$ cat src/rtl/npc_pkg.sv
// Shared definitions for the NPC core: reset vector, AXI response codes and
// the fetch-stage state encoding.
package npc_pkg;

  localparam logic [31:0] NPC_RESET_PC    = 32'h8000_0000;

  localparam logic [1:0]  AXI_RESP_OKAY   = 2'b00;
  localparam logic [1:0]  AXI_RESP_SLVERR = 2'b10;

  localparam logic [1:0]  IFU_ST_REQ      = 2'b00;
  localparam logic [1:0]  IFU_ST_RESP     = 2'b01;
  localparam logic [1:0]  IFU_ST_HOLD     = 2'b10;

  typedef enum logic [1:0] {
    ST_REQ  = IFU_ST_REQ,
    ST_RESP = IFU_ST_RESP,
    ST_HOLD = IFU_ST_HOLD
  } ifu_state_e;

endpackage

$ cat src/rtl/ifu_fetch_axi.sv
// Instruction fetch stage: one AXI4-Lite read per instruction, bundle handed to
// decode over valid/ready, with PC redirect and single wrong-path beat discard.
module ifu_fetch_axi
  import npc_pkg::*;
#(
  parameter int                ADDR_W   = 32,
  parameter int                DATA_W   = 32,
  parameter logic [ADDR_W-1:0] RESET_PC = ADDR_W'(NPC_RESET_PC)
) (
  input  logic              clk,
  input  logic              rst,
  input  logic              redirect_valid,
  input  logic [ADDR_W-1:0] redirect_pc,
  output logic [ADDR_W-1:0] araddr,
  output logic              arvalid,
  input  logic              arready,
  input  logic [DATA_W-1:0] rdata,
  input  logic [1:0]        rresp,
  input  logic              rvalid,
  output logic              rready,
  output logic [DATA_W-1:0] instF,
  output logic [ADDR_W-1:0] pcF,
  output logic [ADDR_W-1:0] snpcF,
  output logic              faultF,
  output logic              m_valid,
  input  logic              m_ready
);

  localparam logic [ADDR_W-1:0] INST_BYTES = ADDR_W'(32'd4);
  localparam logic [ADDR_W-1:0] ALIGN_MASK = ~ADDR_W'(32'd3);

  ifu_state_e        state_r;
  logic [ADDR_W-1:0] pc_r;
  logic              flush_pending_r;
  logic [ADDR_W-1:0] araddr_r;
  logic              arvalid_r;
  logic              rready_r;
  logic              m_valid_r;
  logic [DATA_W-1:0] inst_r;
  logic [ADDR_W-1:0] pc_f_r;
  logic [ADDR_W-1:0] snpc_f_r;
  logic              fault_r;

  logic [ADDR_W-1:0] redirect_tgt_s;
  logic [ADDR_W-1:0] pc_inc_s;

  assign redirect_tgt_s = redirect_pc & ALIGN_MASK;
  assign pc_inc_s       = pc_r + INST_BYTES;

  // Fetch FSM: request, wait for the beat, hold the bundle until decode takes it.
  always_ff @(posedge clk or posedge rst) begin
    if (rst) begin
      state_r         <= ST_REQ;
      pc_r            <= RESET_PC;
      flush_pending_r <= 1'b0;
      araddr_r        <= RESET_PC;
      arvalid_r       <= 1'b1;
      rready_r        <= 1'b0;
      m_valid_r       <= 1'b0;
      inst_r          <= '0;
      pc_f_r          <= RESET_PC;
      snpc_f_r        <= '0;
      fault_r         <= 1'b0;
    end else begin
      case (state_r)
        ST_REQ: begin
          // An issued request is never retracted; the redirect only marks its beat stale.
          if (redirect_valid) begin
            pc_r            <= redirect_tgt_s;
            flush_pending_r <= 1'b1;
          end
          if (arready) begin
            state_r   <= ST_RESP;
            arvalid_r <= 1'b0;
            rready_r  <= 1'b1;
          end
        end
        ST_RESP: begin
          if (rvalid) begin
            rready_r <= 1'b0;
            if (flush_pending_r || redirect_valid) begin
              flush_pending_r <= 1'b0;
              state_r         <= ST_REQ;
              arvalid_r       <= 1'b1;
              if (redirect_valid) begin
                pc_r     <= redirect_tgt_s;
                araddr_r <= redirect_tgt_s;
              end else begin
                araddr_r <= pc_r;
              end
            end else begin
              inst_r    <= rdata;
              pc_f_r    <= pc_r;
              snpc_f_r  <= pc_inc_s;
              fault_r   <= (rresp != AXI_RESP_OKAY);
              state_r   <= ST_HOLD;
              m_valid_r <= 1'b1;
            end
          end else if (redirect_valid) begin
            pc_r            <= redirect_tgt_s;
            flush_pending_r <= 1'b1;
          end
        end
        ST_HOLD: begin
          // Redirect wins over a coincident handshake: decode is flushed by it too.
          if (redirect_valid) begin
            pc_r      <= redirect_tgt_s;
            araddr_r  <= redirect_tgt_s;
            state_r   <= ST_REQ;
            arvalid_r <= 1'b1;
            m_valid_r <= 1'b0;
          end else if (m_ready) begin
            pc_r      <= pc_inc_s;
            araddr_r  <= pc_inc_s;
            state_r   <= ST_REQ;
            arvalid_r <= 1'b1;
            m_valid_r <= 1'b0;
          end
        end
        default: begin
          state_r         <= ST_REQ;
          flush_pending_r <= 1'b0;
          araddr_r        <= pc_r;
          arvalid_r       <= 1'b1;
          rready_r        <= 1'b0;
          m_valid_r       <= 1'b0;
        end
      endcase
    end
  end

  assign araddr  = araddr_r;
  assign arvalid = arvalid_r;
  assign rready  = rready_r;
  assign instF   = inst_r;
  assign pcF     = pc_f_r;
  assign snpcF   = snpc_f_r;
  assign faultF  = fault_r;
  assign m_valid = m_valid_r;

endmodule

$ cat config.mk
export PLATFORM = sky130hd
export DESIGN_NAME = ifu_fetch_axi
export DESIGN_NICKNAME = d
export VERILOG_FILES = /design/src/rtl/npc_pkg.sv /design/src/rtl/ifu_fetch_axi.sv
export SDC_FILE = /design/constraint.sdc
export NUM_CORES = 1
export LEC_CHECK = 0
export CAP_MARGIN = 20
export CORE_MARGIN = 5
export CORE_UTILIZATION = 50
export DETAILED_ROUTE_END_ITERATION = 7
export GPL_TIMING_DRIVEN = 1
export PLACE_DENSITY_LB_ADDON = 0.08
export SYNTH_ARGS = -nofsm -noshare
export SYNTH_HDL_FRONTEND = slang
export SYNTH_SLANG_ARGS = --single-unit
$ cat constraint.sdc
create_clock -name clk -period 7.45 [get_ports clk]
set_input_delay 1.1175 -clock clk [delete_from_list [all_inputs] [get_ports clk]]
set_output_delay 1.1175 -clock clk [all_outputs]
set_load 0.05 [all_outputs]
==> flow_metrics.py <==
metrics = {
    "run_status": {
        "outcome": "finished, final reports clean",
    },
    "sta": {
        "finalSetupTns_ps": 0,
        "slew_headroom_pct": 26.4,
        "worst-slew-pin-transition_ps": 1100,
        "max_freq_mhz": 264,
        "fin_crit_sh_pct": 50.8,
        "report.final.slew_viol_count": 0,
        "setup_violations": 0,
        "fin_worst_skew_ps": 11.9,
        "hold_ws_ps": 459,
        "finalCriticalPeriod_ps": 3780,
        "rsz0062_at_grt": "false",
        "hold_viol": 0,
        "fin_ws_ps": 3670,
    },
    "place": {
        "io_buffers": 201,
        "place_hpwl_um": 17800,
        "dp_cells": 1331,
        "pre_cts_slack_ps": 3150,
        "place_congestion": 0.903,
        "dpl-instance-area_sq_mm": 0.0105,
    },
    "cells_and_area": {
        "fillers": 1386,
        "drive_above_1_share_pct": 6.27,
        "nNetsFinal": 1212,
        "fin_cells": 1369,
        "stdcell_area_sq_mm": 0.0111,
        "final_util_pct": 67.2,
        "syn_to_final_growth_pct": 32.2,
    },
    "logic_synthesis": {
        "synth_commonest_cells": "nand2_1, dfrtp_1, o21ai_0",
        "synth_top_area_share_pct": 48.0,
        "yosys.area.top_type": "dfrtp_1",
        "ys.flop_type": "dfrtp_1",
        "synth.avg_cell_area_sq_um": 8.55,
        "syn-cell-area_sq_mm": 0.00840,
        "yosysMostFrequentCell": "nand2_1",
        "synth_cell_types": 70,
        "synthesis.nets": 1059,
        "synth_seq_cells": 165,
        "ys_seq_area_share_pct": 49.2,
        "synth_edf_count": 0,
        "async_reset_ff_share_pct": 100,
        "yosys-top-cells-area": "dfrtp_1, nand2_1, o21ai_0",
        "synthesis.instances": 982,
        "ys_warn_count": 0,
    },
    "global_route": {
        "overflow": 0,
        "grt_pass1_vias": 7701,
        "grt_pass1_wl_um": 42800,
        "grt_usage_pct": 27.4,
        "grt_max_degree": 108,
        "antenna_found_initial": 1,
    },
    "worst_hold_path": {
        "hold_class": "flop to flop",
    },
    "route": {
        "avgViaCountPerCell": 5.88,
        "ant_nets": 0,
        "post-route-drc-count": 0,
        "wl_per_cell_um": 19.6,
        "drtPass1Iterations": 5,
        "num_vias": 8054,
        "drt_wl_total_um": 26900,
        "drt_iter0_markers": 787,
    },
    "clocking": {
        "clock_sinks": 165,
        "cts_hold_buf": 0,
        "htreeDepth": 4,
        "ctsRootBufferMaster": "clkbuf_16",
        "clk_latency_ps": 430,
        "cts_buffers": 17,
        "cts_setup_buffers": 0,
        "cts_buffer_depth": 2,
        "ctsResizeCount": 0,
        "path_clk_slew_ps": 70,
        "cts_tree": "built",
    },
    "power_and_ir_drop": {
        "powerDensity_mw_per_mm2": 536,
        "p_leak_nw": 4.75,
        "power.total_mw": 5.95,
        "ir_worst_vdd_v": 0.000374,
    },
    "worst_setup_path": {
        "setup.worst_path.end_class": "flop",
        "critPathSlowestCell": "or3_1",
        "crit_type": "input pin to flop",
        "cpLargestDelayFamily": "simple AND/OR/NAND/NOR gates",
        "crit_arrival_ps": 4090,
        "path_common_cell": "buf_4",
        "cp_num_buf_inv": 3,
        "path_cells": "clkdlybuf4s50_1 > nor4bb_4 > buf_4 > or3_1 > buf_4 > nor2_1 > o21ai_2 > a221o_1",
        "worstPathRequired_ps": 7760,
        "start_kind": "input pin",
        "critPathMaxFanout": 86,
        "max_stage_delay_ps": 750,
    },
    "floorplan": {
        "fp.dieH_um": 140,
        "floorplan.initialDensity_pct": 50.8,
        "die_x_um": 140,
        "rows": 47,
        "core_area_sq_mm": 0.0165,
        "die_area_sq_mm": 0.0195,
        "ios": 204,
    },
    "flow_run": {
        "maxCapViolCount": 0,
    },
}
path summary, 6_finish.rpt:
| kind | cells after the start | to | slack, ps | startpoint |
|---|---|---|---|---|
| max | 8 | pc_r[22]$_DFFE_PP0P_ | 3670 | rvalid |
| min | 2 | arvalid$_DFFE_PP1P_ | 460 | arvalid$_DFFE_PP1P_ |
| max reg2reg | 9 | pc_r[29]$_DFFE_PP0P_ | 3750 | state_r[1]$_DFFE_PP0P_ |
| min reg2reg | 2 | arvalid$_DFFE_PP1P_ | 460 | arvalid$_DFFE_PP1P_ |
| max in group asynchronous | 3 | pc_r[7]$_DFFE_PP0P_ | 4750 | rst |
| min in group asynchronous | 2 | instF[1]$_DFFE_PP0P_ | 1230 | rst |
final cells by class:
| type | instances | area [sq um] | area share, % |
|---|---|---|---|
| sequential | 165 | 4130 | 37.2 |
| clock buffer | 19 | 443 | 3.99 |
| timing repair buffer | 218 | 2160 | 19.4 |
| multi-input combinational | 714 | 3870 | 34.8 |
| clock inverter | 13 | 146 | 1.32 |
| antenna | 1 | 2.50 | 0.0225 |
| tap | 220 | 275 | 2.48 |
| inverter | 19 | 76.3 | 0.687 |
layer usage:
metal,share of wire (%),vias up,global-route usage (%)
li1,-,3720,-
met1,44,3838,39.8
met2,44,448,40.6
met3,9.7,48,6.21
met4,2.5,0,9.64
met5,0,-,0
registers in the layout, indices dropped and copies added, names as in the netlist:
signal           count
faultF               1
state_r              2
arvalid              1
m_valid              1
pcF                 32
snpcF               30
pc_r                32
instF               32
rready               1
flush_pending_r      1
araddr              32
report_power, final:
part           total [mW]  internal, mW  switching [mW]
Combinational        3.39          1.08            2.31
Sequential           1.67          1.31           0.366
Clock               0.884         0.507           0.377
placed cells by master (no fill, tap or decap), types with 10 or more instances in the layout:
cell / count
nand2_1: 248
clkdlybuf4s50_1: 200
dfrtp_1: 161
o21ai_0: 92
nor2_1: 74
a21oi_1: 54
nand3_1: 19
inv_1: 17
xnor2_1: 17
clkbuf_16: 17
a31oi_1: 16
nor3_1: 14
buf_4: 13
or3_1: 11
mux2i_1: 10
a221oi_1: 10
cell families (layout without fill, tap and decap cells):
logic type / after synthesis / count (layout) / share of synthesized area (%)
AND/OR/NAND/NOR: 419 / 419 / 22.1
AO/OA/AOI/OAI: 253 / 253 / 18.7
flip-flops: 165 / 165 / 49.2
buffers and inverters: 103 / 269 / 5.13
XOR/XNOR: 25 / 25 / 2.61
multiplexers: 12 / 12 / 1.46
adder cells (fa/ha/maj): 5 / 5 / 0.745
other: 0 / 1 / 0
worst reg2reg max path, delay by kind of cell (launching register included):
kind	cells	cell delay, ps
flip-flops	1	410
AO/OA/AOI/OAI	2	310
AND/OR/NAND/NOR	3	1110
buffers and inverters	3	1050
adder cells (fa/ha/maj)	1	700
(Power assumes the default switching activity.)
